### config.mk
export PLATFORM = sky130hd
export DESIGN_NAME = mem_bus_arbiter
export DESIGN_NICKNAME = d
export VERILOG_FILES = /design/src/rtl/mem_arb_pkg.sv /design/src/rtl/mem_bus_arbiter_rr_pick.sv /design/src/rtl/mem_bus_arbiter.sv
export SDC_FILE = /design/constraint.sdc
export NUM_CORES = 1
export LEC_CHECK = 0
export BUFFER_PORTS_ARGS = -buffer_cell sky130_fd_sc_hd__buf_2
export CAP_MARGIN = 20
export CORE_AREA = 3 3 159 161
export DETAILED_ROUTE_END_ITERATION = 8
export DIE_AREA = 0 0 162 164
export GPL_TIMING_DRIVEN = 0
export HOLD_SLACK_MARGIN = 0.15
export PLACE_DENSITY_LB_ADDON = 0.1
export SLEW_MARGIN = 0
export SYNTH_ARGS = -nofsm -noshare
export SYNTH_HDL_FRONTEND = slang
export SYNTH_SLANG_ARGS = --single-unit
### constraint.sdc
create_clock -name clk -period 2.1 [get_ports clk]
set_clock_uncertainty 0.15 [all_clocks]
set_input_delay 0.42 -clock clk [delete_from_list [all_inputs] [get_ports clk]]
set_output_delay 0.42 -clock clk [all_outputs]
set_load 0.01 [all_outputs]
### src/rtl/mem_arb_pkg.sv
// Shared types and sizing helpers for the memory bus arbiter.
package mem_arb_pkg;

  typedef enum logic [1:0] {IDLE, GRANTED, OWNED, RELEASE} arb_state_t;

  function automatic int owner_w(input int n);
    return (n > 1) ? $clog2(n) : 1;
  endfunction

endpackage

### src/rtl/mem_bus_arbiter_rr_pick.sv
// Combinational round-robin picker: first set request scanning from i_ptr upward, modulo N.
module rr_pick
  import mem_arb_pkg::*;
#(
  parameter int N  = 4,
  parameter int IW = 2
) (
  input  logic [N-1:0]  i_req,
  input  logic [IW-1:0] i_ptr,
  output logic [N-1:0]  o_onehot,
  output logic [IW-1:0] o_idx,
  output logic          o_any
);

  // Outer loop walks the priority order; inner loop keeps every bit select constant.
  always_comb begin
    o_onehot = '0;
    o_idx    = '0;
    o_any    = 1'b0;
    for (int k = 0; k < N; k++) begin
      for (int i = 0; i < N; i++) begin
        if (!o_any && i_req[i] && (((int'(i_ptr) + k) % N) == i)) begin
          o_any       = 1'b1;
          o_idx       = IW'(i);
          o_onehot[i] = 1'b1;
        end
      end
    end
  end

endmodule

### src/rtl/mem_bus_arbiter.sv
// Round-robin owner of the shared memory request bus: grant FSM with timeout,
// one dead turnaround cycle between owners, payload mux and sticky protocol-error flag.
module mem_bus_arbiter
  import mem_arb_pkg::*;
#(
  parameter int NUM_REQ        = 4,
  parameter int BUS_DATA_WIDTH = 64,
  parameter int BUS_TAG_WIDTH  = 13,
  parameter int GRANT_TIMEOUT  = 16
) (
  input  logic                              clk,
  input  logic                              reset,
  input  logic [NUM_REQ-1:0]                in_abtr_reqcyc,
  input  logic [NUM_REQ-1:0]                in_bus_busy,
  input  logic [NUM_REQ-1:0]                in_m_bus_reqcyc,
  input  logic [NUM_REQ*BUS_DATA_WIDTH-1:0] in_m_bus_req,
  input  logic [NUM_REQ*BUS_TAG_WIDTH-1:0]  in_m_bus_reqtag,
  output logic [NUM_REQ-1:0]                out_grant,
  output logic [owner_w(NUM_REQ)-1:0]       out_owner,
  output logic                              out_owner_valid,
  output logic                              out_bus_reqcyc,
  output logic [BUS_DATA_WIDTH-1:0]         out_bus_req,
  output logic [BUS_TAG_WIDTH-1:0]          out_bus_reqtag,
  output logic                              out_proto_err
);

  localparam int OW = owner_w(NUM_REQ);
  localparam int TW = $clog2(GRANT_TIMEOUT + 1);

  arb_state_t          r_state;
  logic [NUM_REQ-1:0]  r_grant;
  logic [OW-1:0]       r_owner;
  logic [OW-1:0]       r_rr_ptr;
  logic                r_owner_valid;
  logic [TW-1:0]       r_timer;
  logic                r_proto_err;

  logic [NUM_REQ-1:0]        w_pick_onehot;
  logic [OW-1:0]             w_pick_idx;
  logic                      w_pick_any;
  logic [OW-1:0]             w_next_ptr;
  logic [OW-1:0]             w_pick_ptr;
  logic                      w_own_busy;
  logic                      w_own_req;
  logic                      w_own_strobe;
  logic [BUS_DATA_WIDTH-1:0] w_own_req_dat;
  logic [BUS_TAG_WIDTH-1:0]  w_own_tag;
  logic                      w_busy_bad;

  assign w_next_ptr = (int'(r_owner) == NUM_REQ - 1) ? '0 : r_owner + OW'(1);
  // Arbitrating during RELEASE with the advanced pointer keeps the dead gap at one cycle.
  assign w_pick_ptr = (r_state == RELEASE) ? w_next_ptr : r_rr_ptr;

  rr_pick #(
    .N  (NUM_REQ),
    .IW (OW)
  ) u_rr_pick (
    .i_req    (in_abtr_reqcyc),
    .i_ptr    (w_pick_ptr),
    .o_onehot (w_pick_onehot),
    .o_idx    (w_pick_idx),
    .o_any    (w_pick_any)
  );

  always_comb begin
    w_own_busy    = 1'b0;
    w_own_req     = 1'b0;
    w_own_strobe  = 1'b0;
    w_own_req_dat = '0;
    w_own_tag     = '0;
    for (int i = 0; i < NUM_REQ; i++) begin
      if (r_owner_valid && (r_owner == OW'(i))) begin
        w_own_busy    = in_bus_busy[i];
        w_own_req     = in_abtr_reqcyc[i];
        w_own_strobe  = in_m_bus_reqcyc[i];
        w_own_req_dat = in_m_bus_req[i*BUS_DATA_WIDTH +: BUS_DATA_WIDTH];
        w_own_tag     = in_m_bus_reqtag[i*BUS_TAG_WIDTH +: BUS_TAG_WIDTH];
      end
    end
  end

  // r_grant is zero whenever there is no valid owner, so this also catches busy in IDLE/RELEASE.
  assign w_busy_bad = |(in_bus_busy & ~r_grant);

  always_ff @(posedge clk) begin
    if (reset) begin
      r_state       <= IDLE;
      r_grant       <= '0;
      r_owner       <= '0;
      r_rr_ptr      <= '0;
      r_owner_valid <= 1'b0;
      r_timer       <= '0;
      r_proto_err   <= 1'b0;
    end else begin
      if (w_busy_bad) r_proto_err <= 1'b1;
      case (r_state)
        IDLE, RELEASE: begin
          if (r_state == RELEASE) r_rr_ptr <= w_next_ptr;
          if (w_pick_any) begin
            r_state       <= GRANTED;
            r_grant       <= w_pick_onehot;
            r_owner       <= w_pick_idx;
            r_owner_valid <= 1'b1;
            r_timer       <= '0;
          end else begin
            r_state <= IDLE;
          end
        end
        GRANTED: begin
          if (w_own_busy) begin
            r_state <= OWNED;
          end else if (!w_own_req || (r_timer == TW'(GRANT_TIMEOUT - 1))) begin
            r_state       <= RELEASE;
            r_grant       <= '0;
            r_owner_valid <= 1'b0;
          end else begin
            r_timer <= r_timer + TW'(1);
          end
        end
        OWNED: begin
          if (!w_own_busy) begin
            r_state       <= RELEASE;
            r_grant       <= '0;
            r_owner_valid <= 1'b0;
          end
        end
        default: r_state <= IDLE;
      endcase
    end
  end

  assign out_grant       = r_grant;
  assign out_owner       = r_owner;
  assign out_owner_valid = r_owner_valid;
  assign out_bus_reqcyc  = r_owner_valid & w_own_strobe;
  assign out_bus_req     = w_own_req_dat;
  assign out_bus_reqtag  = w_own_tag;
  assign out_proto_err   = r_proto_err;

endmodule
## Yosys cells after proc, flatten, opt, wreduce, memory -nomap -nowiden

Index checks and enable logic that the tools add are counted.
Widths: inputs -> output; s select.

| storage, ports and cells | value |
|---|---|
| register bits after elaboration | 17 |
| bits in latches | 0 |
| memory bits (writable) | 0 |
| memory bits (read-only) | 0 |
| output and inout bits | 86 |
| logic and storage cells | 199 |
| memories kept | 0 |

| cells by class | value |
|---|---|
| add/sub/neg operators | 5 |
| $mul | 0 |
| divide/modulo/power cells | 0 |
| $lt $le $gt $ge | 0 |
| equality and inequality tests | 26 |
| shifts and indexed selects | 0 |
| multiplexer cells | 87 |
| bitwise operators | 6 |
| reduce and logical (&&, ||, !) cells | 68 |

Operators by type and width:

| cell | count |
|---|---|
| $mux 64 | 4 |
| $logic_not 32->1 | 4 |
| $mux 13 | 4 |
| $mux 1 | 49 |
| $mux 2 | 19 |
| $logic_and 1x1->1 | 35 |
| $eq 3x3->1 const B | 6 |
| $logic_not 1->1 | 16 |
| $mux 4 | 4 |
| $mux 5 | 3 |
| $eq 2x2->1 const B | 6 |
| $pmux 4 s3 | 1 |
| $pmux 5 s2 | 1 |
| $eq 3x2->1 const B | 3 |
| $eq 2x1->1 const B | 4 |
| $ne 2x2->1 const B | 4 |
| $reduce_and 4->1 | 2 |
| $reduce_or 2->1 | 4 |
| $pmux 2 s3 | 1 |
| $add 5x1->5 const B | 1 |
| $eq 5x4->1 const B | 1 |
| $add 2x1->2 const B | 2 |
| $add 2x2->2 const B | 2 |
| $and 4x4->4 | 1 |
| other kinds (11) | 15 |

## Logic depth before layout (Yosys ltp)

| logic depth | value |
|---|---|
| depth in word-level cells | 68 |
| depth in mapped cells | 9 |
| depth with buffers taken out | 7 |

## By module

A second synthesis with hierarchy kept.

| unflattened totals | value |
|---|---|
| cell total of the unflattened synthesis | 524 |
| area, all modules | 3273.1 µm² |

By module, submodules not included:

| module | times used | cells each | area each (µm²) | sequential area each (µm²) |
|---|---|---|---|---|
| mem_bus_arbiter | 1 | 497 | 3124.2 | 340.3 |
| rr_pick | 1 | 27 | 148.9 | 0.0 |

## Worst setup path after synthesis

OpenSTA, ideal clock, no wires.

| timing path | value |
|---|---|
| kind | reg-to-output |
| start | register r_owner[0], in the netlist out_owner[0] |
| end | output out_bus_req[33] |
| arrival | 1.870 ns |
| path slack | -0.340 ns |
| stages on the path, launching flop included | 10 |
| buffers on the path | 3 |
| cell sequence | dfxtp_1 -> inv_1 -> ha_1 -> and2_2 -> buf_2 -> buf_2 -> buf_2 -> a221o_1 -> o21ai_0 -> o21ai_0 |

| between the ends | value |
|---|---|
| word-level cells in the longest chain between the ends | 6 |
| elaborated cells on any way between the ends | 12 |
| classes of those cells | eq/ne: 3; mux: 4; reduce/logical: 5 |

Ends and longest elaborated chain:

| what | line | text |
|---|---|---|
| start: declaration | mem_bus_arbiter.sv:32 | `logic [OW-1:0] r_owner;` |
| start signal: assignment | mem_bus_arbiter.sv:102 | `r_owner <= w_pick_idx;` |
| $logic_not 2->1 | mem_bus_arbiter.sv:72 | `if (r_owner_valid && (r_owner == OW'(i))) begin` |
| $logic_and 1x1->1 | mem_bus_arbiter.sv:72 |  |
| $mux 64 (3 in a row) | mem_bus_arbiter.sv:72 |  |
| $mux 64 (*) | mem_bus_arbiter.sv:72 |  |
| end: declaration | mem_bus_arbiter.sv:22 | `output logic [BUS_DATA_WIDTH-1:0] out_bus_req,` |

Mark *: on every way between the ends. The rest lies on a longest branch, timed or not.

## Final worst setup path

| timing path | value |
|---|---|
| start | register r_owner[0], in the netlist out_owner[0] |
| end | output out_bus_req[15] |

Same word-level chain as after synthesis.

==> reports/results.ini <==
[sta]
finalCritPeriodShare = 1.257
tightest_slew_ns = 0.6328
rsz0062_at_grt = true
maxSlewHeadroom = 0.5781
max_freq_mhz = 378.9
hold_violations = 0
layout_setup_ws_ns = -0.5391
setup_viol = 87
fin_crit_ns = 2.639
finalMaxSlewViolations = 0

[synth]
yosysWarnings = 0
syn_avg_cell_area_um2 = 6.511
syn_nets = 860
syn_area_um2 = 3445
yosysSeqAreaShare = 0.09880
ys_ff_latch = 17
netlist-cell-type-count = 55
netlist_instances = 529

[job]
max-cap-violations = 0

[floorplanning]
initial_core_util = 0.1429
row_count = 57
io-pin-count = 408
die_y_um = 164
core_um2 = 24110
dieArea_um2 = 26570
die_w_um = 162

[route]
routed-via-count = 6035
drt_iter0_markers = 423
drc = 0
drtPass1Iterations = 4
wl_per_cell_um = 20.39
vias_per_cell = 4.625
finalWirelength_um = 26610
antenna_left = 0

[placement]
place_congestion = 0.8356
portBuffers = 403
placed_cells = 1256
placed_cell_area_um2 = 5977
dp_hpwl_um = 21370

[min_path]
holdPathStages = 3
holdCritPathClass = in -> reg
min-delay-start = in_bus_busy[1]
holdPathEnd = out_proto_err$_SDFFE_PP0P_

[clocking]
clk_pin_slew_ns = 0.06
cts-root-buf = clkbuf_16
clock_latency_ns = 0.25
cts_buffer_depth = 2
cts_buffers = 3
cts_htree_levels = 1
clock-sinks = 17
cts_tree = built

[final_layout]
mostFrequentLayoutCell = buf_2
area_growth_syn_to_layout_pct = 103.3
drive_above_1_share = 0.5859
final_cell_mix = buf_2, o21ai_1, nand2_1
nNetsFinal = 1310
layout.cells.non_filler = 1305
stdcell_area_um2 = 7004

[setup_path]
reg2reg_depth = 9
path_depth = 10
crit_arrival_ns = 2.07
critPathMaxStageDelay_ns = 0.39
cpMaxStageDelayCell = dfxtp_4
crit_required_ns = 1.53
r2r_end = out_owner_valid$_SDFFE_PP0P_
cp_max_fo = 10
startpoint_type = flip-flop
r2r_slack_ns = -0.15
cp_num_buf_inv = 5
path_common_cell = o21ai_1
critPathKind = reg -> out
cp_cell_sequence = inv_4 > ha_4 > and3b_1 > buf_6 > buf_4 > buf_8 > a221o_1 > o21ai_1 > o21ai_1 > buf_2
reg2reg_from = out_owner[0]$_SDFFE_PP0P_
cp_top_family = buffers and inverters
cp-end-kind = output pin

[power]
p_leak_nw = 3.367
p_switching_mw = 3.268
ir_worst_vdd_mv = 0.3789
p_int_mw = 3.481
power.share.clock = 0.060
totalPowerFinal_mw = 6.750
combPwrFrac = 0.860
seqPwrFrac = 0.080
power_per_cell_area_nw_per_um2 = 963.6
switching_share = 0.4842

[grt]
grt_pass1_wl_um = 36770
track_usage = 0.1791
grt_pass1_vias = 5792
overflow = 0
antenna_found_initial = 5
grt_max_degree = 11

[outcome]
violations = negative setup slack
status = finished, violations left

==> synth_stat cells, drive strengths merged <==
master	count	area share
mux2	2	0.0065
a221o	77	0.22
a21boi	1	0.0022
nand3b	1	0.0022
o22ai	1	0.0018
o31a	1	0.0025
o21a	1	0.0022
a31oi	6	0.013
o221ai	3	0.0076
a21o	3	0.0065
o31ai	3	0.0065
clkbuf	30	0.033
nor2b	3	0.0054
ha	9	0.033
nand3	4	0.0073
and2	5	0.0094
o211ai	4	0.014
nor2	12	0.014
and3	2	0.0036
nand2b	7	0.013
a222oi	1	0.0029
nor3b	3	0.0065
and3b	2	0.0051
nand4	1	0.0018
a311oi	2	0.0051
or3	3	0.0054
nor4	1	0.0018
a221oi	1	0.0025
a21oi	11	0.017
nand2	88	0.096
o2111ai	2	0.0051
o311ai	2	0.0073
nor3	3	0.0044
o21ai	157	0.23
mux2i	7	0.020
dfxtp	17	0.099
a31o	1	0.0025
buf	34	0.058
a211oi	3	0.0065
inv	14	0.015
o2bb2ai	1	0.0025
==> sequential cells by signal (all words and copies together) (netlist names) <==
register,flops
out_owner_valid,1
r_timer,5
out_owner,2
out_proto_err,1
out_grant,4
r_rr_ptr,2
r_state,2
==> area by class of cell <==
class | instances | area (µm²)
repair buffers | 449 | 2489
clock inverters | 1 | 5.005
diodes | 3 | 7.507
fillers | 2804 | 17100
inverters | 14 | 60.06
multi-input cells | 435 | 3068
plain buffers | 59 | 540.5
clock buffers | 3 | 75.07
flip-flops and latches | 17 | 354.1
well taps | 324 | 405.4
==> layer usage <==
metal / track usage / vias up / share of wire / wire length, µm
met5: 0 / - / 0.0010 / 27
met4: 0.03567 / 4 / 0.023 / 599
met3: 0.02371 / 33 / 0.052 / 1376
met2: 0.3269 / 235 / 0.51 / 13590
met1: 0.2257 / 2825 / 0.41 / 11010
li1: - / 2938 / - / -
==> tightest hold or removal path, stage by stage <==
cell and delay [ns]:
buf_2 0.10, a21oi_1 0.06, a21oi_1 0.12
==> metrics by stage <==
step / hold slack [ns] / setup slack, ns / utilization / setup TNS [ns]
2_1_floorplan: 0.2865 / -0.08772 / - / -3.537
3_3_place_gp: 0.3276 / -0.8230 / 0.2480 / -50.06
3_5_place_dp: 0.3297 / -0.7894 / 0.2480 / -49.52
4_1_cts: 0.3416 / -0.5979 / 0.2730 / -38.92
5_1_grt: 0.3599 / -0.6474 / 0.2906 / -46.37
6_report: 0.3414 / -0.5391 / 0.2906 / -38.61
==> cell families (layout without fill, tap and decap cells) <==
| logic type | count (synthesis) | in the layout | synth area share |
|---|---|---|---|
| multiplexers | 9 | 10 | 0.02688 |
| flip-flops | 17 | 17 | 0.09880 |
| AND/OR/NAND/NOR | 135 | 135 | 0.1755 |
| buffers and inverters | 78 | 526 | 0.1064 |
| adder cells (fa/ha/maj) | 9 | 9 | 0.03269 |
| AO/OA/AOI/OAI | 281 | 281 | 0.5598 |
| other | 0 | 3 | 0 |
==> timing repair <==
item,CTS,global route
hold buffers,0,0
gates cloned,3,1
gates resized for setup,123,145
endpoints found under the setup margin,92,90
setup buffers,24,19
pin swaps,14,27
==> worst max path at each step <==
stage                                    from               to  slack, ns
finish              out_owner[0]$_SDFFE_PP0P_  out_bus_req[15]      -0.54
CTS                 out_owner[0]$_SDFFE_PP0P_  out_bus_req[61]      -0.60
global route        out_owner[1]$_SDFFE_PP0P_   out_bus_reqcyc      -0.65
global placement    out_owner[0]$_SDFFE_PP0P_   out_bus_req[6]      -0.82
floorplan           out_owner[1]$_SDFFE_PP0P_  out_bus_req[48]      -0.09
detailed placement  out_owner[0]$_SDFFE_PP0P_   out_bus_req[6]      -0.79
==> power by group through the flow <==
stage	Combinational (mW)	Sequential, mW	Clock (mW)
detailed placement	4.59	0.530	0
floorplan	2.71	0.515	0
finish	5.81	0.538	0.403
global route	6.27	0.557	0.421
global placement	4.60	0.531	0
CTS	5.29	0.526	0.407
Power figures use the tool's default switching activity.
